<file path="src/rtl/ram_seq_pkg.sv">
// Shared definitions for the RAM access sequencer: FSM encoding, latencies, default widths.
// Latency: n/a (types and constants only).
// Backpressure: n/a.
package ram_seq_pkg;

    // Default geometry: 2K x 8 RAM, bursts of up to 255 words.
    localparam int DEF_ADDR_W = 11;
    localparam int DEF_DATA_W = 8;
    localparam int DEF_LEN_W  = 8;

    // RAM q follows the command by RD_LAT cycles; vid_valid follows the
    // command by OUT_LAT cycles, because mem_q is registered once more
    // before reaching the outputs.
    localparam int RD_LAT  = 1;
    localparam int OUT_LAT = RD_LAT + 1;

    typedef enum logic [2:0] {
        ST_CLEAR    = 3'd0,
        ST_IDLE     = 3'd1,
        ST_CPU_CMD  = 3'd2,
        ST_CPU_WAIT = 3'd3,
        ST_BURST    = 3'd4
    } seq_state_t;

    // Travels alongside each read command until the RAM returns its data.
    typedef struct packed {
        logic vld;   // a read was issued in this slot
        logic vid;   // 1 = video burst word, 0 = CPU read
        logic last;  // final word of a video burst
    } rd_tag_t;

endpackage

</file>
<file path="src/rtl/ram_seq_rdpipe.sv">
// Read-return pipeline: delays per-read tags by the RAM latency, steers mem_q to CPU or video.
// Latency: tag enters alongside the registered RAM command; result registered OUT_LAT cycles after it.
// Backpressure: none; every returned word is presented exactly once.
//
// Ports:
//   clock, reset              single clock, synchronous active-high reset
//   iss_rd_vld/vid/last       tag of the read currently on the RAM port
//   mem_q                     RAM registered read data
//   rd_ack, cpu_rdata         CPU read completion pulse and held read data
//   vid_valid/data/last       video burst word stream
module ram_seq_rdpipe
    import ram_seq_pkg::*;
#(
    parameter int DATA_W = DEF_DATA_W
) (
    input  logic              clock,
    input  logic              reset,
    input  logic              iss_rd_vld,
    input  logic              iss_vid,
    input  logic              iss_last,
    input  logic [DATA_W-1:0] mem_q,
    output logic              rd_ack,
    output logic [DATA_W-1:0] cpu_rdata,
    output logic              vid_valid,
    output logic [DATA_W-1:0] vid_data,
    output logic              vid_last
);

    rd_tag_t           pipe_q [RD_LAT];
    rd_tag_t           pipe_d [RD_LAT];
    rd_tag_t           head;

    logic              rd_ack_q,    rd_ack_d;
    logic [DATA_W-1:0] cpu_rdata_q, cpu_rdata_d;
    logic              vid_valid_q, vid_valid_d;
    logic [DATA_W-1:0] vid_data_q,  vid_data_d;
    logic              vid_last_q,  vid_last_d;

    always_comb begin
        pipe_d[0] = '{vld: iss_rd_vld, vid: iss_vid, last: iss_last};
        for (int i = 1; i < RD_LAT; i++) begin
            pipe_d[i] = pipe_q[i-1];
        end

        // The oldest slot lines up with the cycle its data sits on mem_q.
        head = pipe_q[RD_LAT-1];

        vid_valid_d = head.vld & head.vid;
        vid_last_d  = head.vld & head.vid & head.last;
        vid_data_d  = (head.vld & head.vid) ? mem_q : vid_data_q;

        rd_ack_d    = head.vld & ~head.vid;
        cpu_rdata_d = (head.vld & ~head.vid) ? mem_q : cpu_rdata_q;
    end

    always_ff @(posedge clock) begin
        if (reset) begin
            for (int i = 0; i < RD_LAT; i++) begin
                pipe_q[i] <= '0;
            end
            rd_ack_q    <= 1'b0;
            cpu_rdata_q <= '0;
            vid_valid_q <= 1'b0;
            vid_data_q  <= '0;
            vid_last_q  <= 1'b0;
        end else begin
            for (int i = 0; i < RD_LAT; i++) begin
                pipe_q[i] <= pipe_d[i];
            end
            rd_ack_q    <= rd_ack_d;
            cpu_rdata_q <= cpu_rdata_d;
            vid_valid_q <= vid_valid_d;
            vid_data_q  <= vid_data_d;
            vid_last_q  <= vid_last_d;
        end
    end

    assign rd_ack    = rd_ack_q;
    assign cpu_rdata = cpu_rdata_q;
    assign vid_valid = vid_valid_q;
    assign vid_data  = vid_data_q;
    assign vid_last  = vid_last_q;

endmodule

</file>
<file path="src/rtl/ram_access_sequencer.sv">
// Sole initiator of a single-port sync RAM: arbitrates CPU single-word accesses against video burst reads.
// Latency: CPU write ack 2 cycles, CPU read ack 3 cycles, burst word k valid 3+k cycles after acceptance.
// Backpressure: CPU waits on req/ack; video bursts have none (one word per cycle, consumer must keep up).
//
// Ports:
//   clock, reset                       single clock, synchronous active-high reset
//   cpu_req/we/addr/wdata -> cpu_ack/rdata   CPU single-word request/acknowledge
//   vid_start/base/len -> vid_busy/valid/data/last   video burst request and word stream
//   mem_clken/wren/address/data, mem_q        RAM port (all outgoing signals registered)
//   clear_busy                          post-reset RAM clear in progress
// Build option: define RAM_CLEAR_EN to zero the whole RAM after every reset.
module ram_access_sequencer
    import ram_seq_pkg::*;
#(
    parameter int ADDR_W = DEF_ADDR_W,
    parameter int DATA_W = DEF_DATA_W,
    parameter int LEN_W  = DEF_LEN_W
) (
    input  logic              clock,
    input  logic              reset,
    input  logic              cpu_req,
    input  logic              cpu_we,
    input  logic [ADDR_W-1:0] cpu_addr,
    input  logic [DATA_W-1:0] cpu_wdata,
    output logic              cpu_ack,
    output logic [DATA_W-1:0] cpu_rdata,
    input  logic              vid_start,
    input  logic [ADDR_W-1:0] vid_base,
    input  logic [LEN_W-1:0]  vid_len,
    output logic              vid_busy,
    output logic              vid_valid,
    output logic [DATA_W-1:0] vid_data,
    output logic              vid_last,
    output logic              mem_clken,
    output logic              mem_wren,
    output logic [ADDR_W-1:0] mem_address,
    output logic [DATA_W-1:0] mem_data,
    input  logic [DATA_W-1:0] mem_q,
    output logic              clear_busy
);

`ifdef RAM_CLEAR_EN
    localparam seq_state_t RESET_STATE = ST_CLEAR;
`else
    localparam seq_state_t RESET_STATE = ST_IDLE;
`endif

    seq_state_t        state_q,       state_d;
    logic              mem_clken_q,   mem_clken_d;
    logic              mem_wren_q,    mem_wren_d;
    logic [ADDR_W-1:0] mem_address_q, mem_address_d;
    logic [DATA_W-1:0] mem_data_q,    mem_data_d;
    logic              iss_vid_q,     iss_vid_d;
    logic              iss_last_q,    iss_last_d;
    logic [ADDR_W-1:0] bst_addr_q,    bst_addr_d;
    logic [LEN_W-1:0]  bst_cnt_q,     bst_cnt_d;
    logic              vid_busy_q,    vid_busy_d;
    logic              wr_ack_q,      wr_ack_d;
    logic              rd_ack;
`ifdef RAM_CLEAR_EN
    logic [ADDR_W-1:0] clr_addr_q,    clr_addr_d;
    logic              clear_busy_q,  clear_busy_d;
`endif

    logic vid_accept;
    logic cpu_accept;

    // A burst is taken only when no earlier burst is still draining; a
    // zero-length start is simply dropped.
    assign vid_accept = vid_start && (vid_len != '0) && !vid_busy_q;
    // cpu_req is still high during the ack cycle; do not re-issue it.
    assign cpu_accept = cpu_req && !cpu_ack;

    always_comb begin
        state_d       = state_q;
        mem_clken_d   = 1'b0;
        mem_wren_d    = 1'b0;
        mem_address_d = mem_address_q;
        mem_data_d    = mem_data_q;
        iss_vid_d     = 1'b0;
        iss_last_d    = 1'b0;
        bst_addr_d    = bst_addr_q;
        bst_cnt_d     = bst_cnt_q;
        wr_ack_d      = 1'b0;
        // Busy drops right after the final word is delivered.
        vid_busy_d    = vid_busy_q & ~vid_last;
`ifdef RAM_CLEAR_EN
        clr_addr_d    = clr_addr_q;
        clear_busy_d  = 1'b0;
`endif

        case (state_q)
`ifdef RAM_CLEAR_EN
            ST_CLEAR: begin
                mem_clken_d   = 1'b1;
                mem_wren_d    = 1'b1;
                mem_address_d = clr_addr_q;
                mem_data_d    = '0;
                clear_busy_d  = 1'b1;
                clr_addr_d    = clr_addr_q + ADDR_W'(1);
                if (&clr_addr_q) begin
                    state_d = ST_IDLE;
                end
            end
`endif
            ST_IDLE: begin
                if (vid_accept) begin
                    // Word 0 is issued straight from IDLE; the rest come from
                    // the latched address/count in BURST.
                    mem_clken_d   = 1'b1;
                    mem_address_d = vid_base;
                    iss_vid_d     = 1'b1;
                    iss_last_d    = (vid_len == LEN_W'(1));
                    bst_addr_d    = vid_base + ADDR_W'(1);
                    bst_cnt_d     = vid_len - LEN_W'(1);
                    vid_busy_d    = 1'b1;
                    state_d       = (vid_len == LEN_W'(1)) ? ST_IDLE : ST_BURST;
                end else if (cpu_accept) begin
                    mem_clken_d   = 1'b1;
                    mem_wren_d    = cpu_we;
                    mem_address_d = cpu_addr;
                    mem_data_d    = cpu_wdata;
                    state_d       = ST_CPU_CMD;
                end
            end
            ST_CPU_CMD: begin
                // Writes complete as soon as the command is on the port;
                // reads are acknowledged by the read pipeline.
                if (mem_wren_q) begin
                    wr_ack_d = 1'b1;
                    state_d  = ST_IDLE;
                end else begin
                    state_d  = ST_CPU_WAIT;
                end
            end
            ST_CPU_WAIT: begin
                state_d = ST_IDLE;
            end
            ST_BURST: begin
                // bst_cnt_q counts words still to issue. Leaving on the last
                // issue lets a waiting CPU op go out with no idle gap.
                mem_clken_d   = 1'b1;
                mem_address_d = bst_addr_q;
                iss_vid_d     = 1'b1;
                iss_last_d    = (bst_cnt_q == LEN_W'(1));
                bst_addr_d    = bst_addr_q + ADDR_W'(1);
                bst_cnt_d     = bst_cnt_q - LEN_W'(1);
                if (bst_cnt_q == LEN_W'(1)) begin
                    state_d = ST_IDLE;
                end
            end
            default: begin
                state_d = ST_IDLE;
            end
        endcase
    end

    always_ff @(posedge clock) begin
        if (reset) begin
            state_q       <= RESET_STATE;
            mem_clken_q   <= 1'b0;
            mem_wren_q    <= 1'b0;
            mem_address_q <= '0;
            mem_data_q    <= '0;
            iss_vid_q     <= 1'b0;
            iss_last_q    <= 1'b0;
            bst_addr_q    <= '0;
            bst_cnt_q     <= '0;
            vid_busy_q    <= 1'b0;
            wr_ack_q      <= 1'b0;
`ifdef RAM_CLEAR_EN
            clr_addr_q    <= '0;
            clear_busy_q  <= 1'b0;
`endif
        end else begin
            state_q       <= state_d;
            mem_clken_q   <= mem_clken_d;
            mem_wren_q    <= mem_wren_d;
            mem_address_q <= mem_address_d;
            mem_data_q    <= mem_data_d;
            iss_vid_q     <= iss_vid_d;
            iss_last_q    <= iss_last_d;
            bst_addr_q    <= bst_addr_d;
            bst_cnt_q     <= bst_cnt_d;
            vid_busy_q    <= vid_busy_d;
            wr_ack_q      <= wr_ack_d;
`ifdef RAM_CLEAR_EN
            clr_addr_q    <= clr_addr_d;
            clear_busy_q  <= clear_busy_d;
`endif
        end
    end

    ram_seq_rdpipe #(
        .DATA_W (DATA_W)
    ) u_rdpipe (
        .clock      (clock),
        .reset      (reset),
        .iss_rd_vld (mem_clken_q & ~mem_wren_q),
        .iss_vid    (iss_vid_q),
        .iss_last   (iss_last_q),
        .mem_q      (mem_q),
        .rd_ack     (rd_ack),
        .cpu_rdata  (cpu_rdata),
        .vid_valid  (vid_valid),
        .vid_data   (vid_data),
        .vid_last   (vid_last)
    );

    assign cpu_ack     = wr_ack_q | rd_ack;
    assign vid_busy    = vid_busy_q;
    assign mem_clken   = mem_clken_q;
    assign mem_wren    = mem_wren_q;
    assign mem_address = mem_address_q;
    assign mem_data    = mem_data_q;
`ifdef RAM_CLEAR_EN
    assign clear_busy  = clear_busy_q;
`else
    assign clear_busy  = 1'b0;
`endif

endmodule
</file>
<file path="config.mk">
export PLATFORM = sky130hd
export DESIGN_NAME = ram_access_sequencer
export DESIGN_NICKNAME = d
export VERILOG_FILES = /design/src/rtl/ram_seq_pkg.sv /design/src/rtl/ram_seq_rdpipe.sv /design/src/rtl/ram_access_sequencer.sv
export SDC_FILE = /design/constraint.sdc
export NUM_CORES = 1
export LEC_CHECK = 0
export ABC_AREA = 1
export CAP_MARGIN = 5
export CORE_ASPECT_RATIO = 0.9
export CORE_MARGIN = 2
export CORE_UTILIZATION = 46
export DETAILED_ROUTE_END_ITERATION = 6
export PLACE_DENSITY = 0.82
export SYNTH_ARGS = -nofsm -noshare
export SYNTH_HDL_FRONTEND = slang
export SYNTH_HIERARCHICAL = 1
export SYNTH_SLANG_ARGS = --single-unit
</file>
<file path="constraint.sdc">
create_clock -name clock -period 4.4 [get_ports clock]
set_input_delay 0.88 -clock clock [delete_from_list [all_inputs] [get_ports clock]]
set_output_delay 0.88 -clock clock [all_outputs]
set_load 0.005 [all_outputs]
</file>
# Yosys cells after proc, flatten, opt, wreduce, memory -nomap -nowiden

Memories as Yosys holds them, arrays and structs flattened.
Index checks and enable logic that the tools add are counted.

Bitwise logic cells: 13
Add/subtract/negate cells: 4
Reduce and logical (&&, ||, !) cells: 14
Equal/unequal tests: 8
Mux-type cells: 28

Operator list:

| cell                  | count |
|---|---|
| $pmux 11 s2           | 2 |
| $mux 11               | 3 |
| $add 11x1->11 const B | 2 |
| $eq 8x1->1 const B    | 2 |
| $pmux 8 s2            | 1 |
| $sub 8x1->8 const B   | 2 |
| $mux 3                | 5 |
| $mux 1                | 11 |
| $pmux 3 s3            | 1 |
| $mux 8                | 1 |
| $reduce_bool 8->1     | 1 |
| $not 1->1             | 7 |
| $pmux 1 s2            | 3 |
| $reduce_and 2->1      | 3 |
| $and 1x1->1           | 5 |
| $ne 2x2->1 const B    | 2 |
| $reduce_or 4->1       | 1 |
| $eq 3x1->1 const B    | 1 |
| $eq 3x2->1 const B    | 1 |
| $eq 3x3->1 const B    | 1 |
| $logic_and 1x1->1     | 3 |
| $ne 3x3->1 const B    | 1 |
| $reduce_and 3->1      | 1 |
| $reduce_or 3->1       | 1 |
| 5 further kinds       | 6 |

Output and inout port bits: 42
Bits in writable memories: 3
Word-level logic and storage cells: 84
Bits in registers: 66
Memories: 1

Memory list:

| memory          | depth | bits a word | rd ports | clocked after memory_dff | write ports | line                 | text |
|---|---|---|---|---|---|---|---|
| u_rdpipe.pipe_q | 1     | 3           | 1        | 0                        | 1           | ram_seq_rdpipe.sv:29 | `rd_tag_t pipe_q [RD_LAT];` |

# Depth between registers and ports, before layout

Word-level depth: 6
Depth in mapped cells: 13
Gate-level depth less buffers: 12

# Cells and area by module

The synthesis kept the hierarchy.

By module, submodules not included:

| module               | times used | cells each | area each (sq um) | sequential area each (sq um) |
|---|---|---|---|---|
| ram_access_sequencer | 1          | 455        | 2874.0            | 940.9 |
| ram_seq_rdpipe       | 1          | 104        | 827.0             | 440.4 |

# Worst setup path after synthesis

Ideal clock, no wire load.

Path type: input-to-reg
Start: in vid_len[0]
End: reg mem_address_q[10] (netlist: mem_address[10])
Arrival time: 1.992 ns
Buffers on the path: 1
Setup slack: 2.295 ns
Library setup time: 0.113 ns
Cell stages on the path: 12
Cell sequence: inv_1 > ha_1 > nand2_1 > o21ai_2 > inv_2 > nor2_1 > nand2_1 > nand2_1 > buf_4 > nand2_1 > nand2_1 > nor2_1

Cells in the longest elaborated chain, start to end: 5

RTL lines:

| item                                            | line                        | text |
|---|---|---|
| from (decl)                                     | ram_access_sequencer.sv:29  | `input logic [LEN_W-1:0] vid_len,` |
| $reduce_bool 8->1 *                             | ram_access_sequencer.sv:70  | `assign vid_accept = vid_start && (vid_len != '0) && !vid_busy_q;` |
| $logic_and 1x1->1 * (2 in series)               | ram_access_sequencer.sv:70  |  |
| $mux 11 or $ne 3x3->1 (tied branches)           | --                          |  |
| $pmux 11 s2 or $reduce_and 2->1 (tied branches) | --                          |  |
| to (signal assigned)                            | ram_access_sequencer.sv:179 | `mem_address_q <= mem_address_d;` |
| to (decl)                                       | ram_access_sequencer.sv:51  | `logic [ADDR_W-1:0] mem_address_q, mem_address_d;` |

Mark *: on every way between the ends. The rest lies on a longest branch, timed or not.
A chain may end at the register's enable or synchronous reset.

# Worst setup path after layout

Start: in vid_len[4]
End: reg mem_address_q[7] (netlist: mem_address[7])

The elaborated chain is that of the path after synthesis.

==> results.py <==
metrics = {
    "clock_network": {
        "clock_sinks": 69,
        "clk_latency_ns": 0.36,
        "postCtsHoldBufs": 0,
        "clockRootBuffer": "clkbuf_8",
        "cts_inserted_buffers": 9,
        "clk_pin_slew_worst_paths_ns": 0.08,
        "cts_tree": "yes",
        "cts.path.max_buffers": 2,
        "cts_resized": 0,
        "cts_setup_buffers": 0,
        "htreeDepth": 3,
    },
    "synth": {
        "synth_nets": 616,
        "synth-seq-area-share": 0.373,
        "synth_area_um2": 3700,
        "syn_inst": 559,
        "syn_area_per_cell_um2": 6.62,
        "synthDistinctLibCells": 33,
        "synth_seq_cells": 69,
        "synth_edf_count": 0,
        "synthFlopType": "dfxtp_1",
        "yosysWarningCount": 6,
        "async_flop_share": 0,
    },
    "placement": {
        "hpwl_mm": 7.22,
        "dpl.cell_count": 725,
        "placed_area_um2": 4580,
        "gp_congestion": 0.973,
        "io_buffers": 91,
    },
    "timing": {
        "hold_viol_final": 0,
        "slew_viol_final": 0,
        "fmax_mhz": 309,
        "worst_clock_skew_ns": 0.0100,
        "finalSetupTns_ns": 0,
        "post-route-period-util": 0.735,
        "whs_ns": 0.402,
        "rsz0062_at_grt": "false",
        "setup_viol": 0,
        "slew_headroom": 0.407,
        "worst_slew_pin_slew_ns": 0.889,
        "finalCriticalPeriod_ns": 3.24,
    },
    "global_routing": {
        "use_met1": 0.284,
        "antenna_found_initial": 0,
        "top_usage_layer": "met2",
        "overflow": 0,
        "grt_pass1_wl_mm": 16.5,
        "grt_usage": 0.233,
        "grt_pass1_vias": 3658,
        "grt_start_max_net_pins": 35,
        "use_met3": 0.0579,
        "use_met2": 0.411,
    },
    "drt": {
        "first_iter_violations": 264,
        "routed_via_density": 5.15,
        "wl_mm": 9.81,
        "routedWlPerCell_um": 13.2,
        "postRouteAntennaNets": 0,
        "dr_total_vias": 3818,
        "drc": 0,
        "drtPass1Iterations": 5,
    },
    "critical_path": {
        "crit_path_frequent_cell": "nand2_1",
        "end_kind": "flip-flop",
        "critPathLaunchType": "input pin",
        "crit_type": "input pin to flip-flop",
        "path_max_fanout": 15,
        "critical_path.top_delay_family": "simple AND/OR/NAND/NOR gates",
        "slowest_stage": "o21ai_2",
        "required_ns": 4.64,
        "crit_chain": "clkdlybuf4s50_1 -> nor2_1 -> nand3_1 -> o21ai_2 -> inv_2 -> nor2_1 -> nand2_1 -> nand2_1 -> nand2_1 -> nand2_1 -> nor2_1",
        "worst_ep_arrival_time_ns": 3.48,
        "timing.rr.start": "state_q[2]$_SDFFE_PP0P_",
        "crit_buf_inv": 2,
        "crit_start": "vid_len[4]",
        "cpPeakStageDelay_ns": 0.46,
    },
    "floorplan": {
        "pin_count": 93,
        "die_h_um": 89.1,
        "coreArea_um2": 7910,
        "die-area_um2": 8780,
        "rows": 31,
        "start_util": 0.468,
        "die_x_um": 98.6,
    },
    "layout": {
        "diodes": 0,
        "seq_area_um2": 1380,
        "fin_area_um2": 4790,
        "layout-drive-gt1-share": 0.0701,
        "area_growth_syn_to_layout_pct": 29.5,
        "fillers": 741,
        "multi_input_area_um2": 1920,
        "nets": 694,
        "instances_no_fill": 741,
    },
    "hold_path": {
        "hp-start": "iss_last_q$_SDFF_PP0_",
        "hp-class": "flip-flop to flip-flop",
    },
    "pwr": {
        "p_leak_nw": 2.11,
        "ir_drop_mv": 0.260,
        "fin_total_pwr_mw": 2.15,
        "power-per-cell-area_nw_per_um2": 449,
    },
    "run_status": {
        "outcome": "finished clean",
    },
    "run": {
        "drv_cap": 0,
    },
}
[tightest hold or removal path: stages, from the launching register on]
cell     delay (ns)
dfxtp_1        0.30
inv_1          0.04
nor2_1         0.03
[cell type report]
class / count / area share
Clock buffer: 10 / 0.0287
Clock inverter: 6 / 0.0146
Tap cell: 99 / 0.0258
Multi-Input combinational cell: 400 / 0.400
Timing Repair Buffer: 92 / 0.192
Inverter: 65 / 0.0512
Sequential cell: 69 / 0.288
[per-stage QoR]
step | utilization | setup slack, ns
6_report | 0.606 | 1.16
5_1_grt | 0.606 | 0.848
4_1_cts | 0.606 | 1.19
3_5_place_dp | 0.579 | 0.862
3_3_place_gp | 0.579 | 0.998
2_1_floorplan | - | 2.29
[flip-flops by register name, indices dropped and copies added (netlist names)]
register            count
bst_addr_q             11
bst_cnt_q               8
iss_last_q              1
iss_vid_q               1
mem_address            11
mem_clken               1
mem_data                8
mem_wren                1
state_q                 3
u_rdpipe/cpu_rdata      8
u_rdpipe/pipe_q         3
u_rdpipe/rd_ack         1
u_rdpipe/vid_data       8
u_rdpipe/vid_last       1
u_rdpipe/vid_valid      1
vid_busy                1
wr_ack_q                1
[worst paths after layout]
path | endpoint | slack, ns | depth (start not counted)
worst max-delay path | mem_address[7]$_SDFFE_PP0P_ | 1.16 | 11
worst min register to register | u_rdpipe/pipe_q[0][0]$_SDFF_PP0_ | 0.40 | 2
worst max register to register | bst_addr_q[10]$_SDFFE_PP0P_ | 2.06 | 9
worst min-delay path | u_rdpipe/pipe_q[0][0]$_SDFF_PP0_ | 0.40 | 2
[where the power goes]
group	internal (mW)	switching, mW
sequential	0.746	0.0952
combinational	0.328	0.442
clock	0.280	0.263
[layout by cell type (no fill, tap or decap)]
master	n
o21ai_2	2
clkinv_4	1
nand3b_1	2
nor3b_2	1
clkinvlp_4	3
inv_1	60
or2_2	1
bufinv_16	1
conb_1	1
nand2_1	143
o21ai_0	22
or2_0	2
xnor2_1	3
nor3_1	3
nor3_4	1
nand2_4	1
inv_2	3
nand3_2	2
clkdlybuf4s50_1	91
clkinv_1	1
nor2_1	80
o21ai_4	1
nand3_1	63
ha_1	6
dfxtp_1	69
o21bai_1	3
nand2_2	9
xor2_1	4
a21oi_1	42
nand4_1	1
clkbuf_8	10
o211ai_1	1
buf_4	1
nor2_4	6
clkinv_2	1
inv_6	1
[cells in the mapped netlist (4+ instances only)]
master / n / area share
ha_1: 6 / 0.020
nand2_2: 9 / 0.015
xor2_1: 4 / 0.0095
o21ai_0: 22 / 0.030
nand2_1: 143 / 0.15
nor2_1: 80 / 0.081
clkbuf_1: 9 / 0.0091
nor2_4: 6 / 0.018
buf_6: 6 / 0.018
buf_2: 7 / 0.0095
a21oi_1: 42 / 0.057
dfxtp_1: 69 / 0.37
inv_1: 60 / 0.061
nand3_1: 63 / 0.085
[routing by layer]
metal	vias up	share of wire
li1	1905	-
met1	1757	0.43
met4	0	0.014
met5	-	0
met3	13	0.072
met2	143	0.49
[cells by family (layout without fill, tap and decap cells)]
| group | Yosys count | count (layout) | share of synthesized area |
|---|---|---|---|
| adder cells (fa/ha/maj) | 6 | 6 | 0.0203 |
| XOR/XNOR | 7 | 7 | 0.0166 |
| AND/OR/NAND/NOR | 315 | 315 | 0.376 |
| flip-flops | 69 | 69 | 0.373 |
| buffers and inverters | 90 | 173 | 0.109 |
| other | 1 | 1 | 0.00101 |
| AO/OA/AOI/OAI | 71 | 71 | 0.104 |
Note: power is estimated with default switching activity, not from simulation.
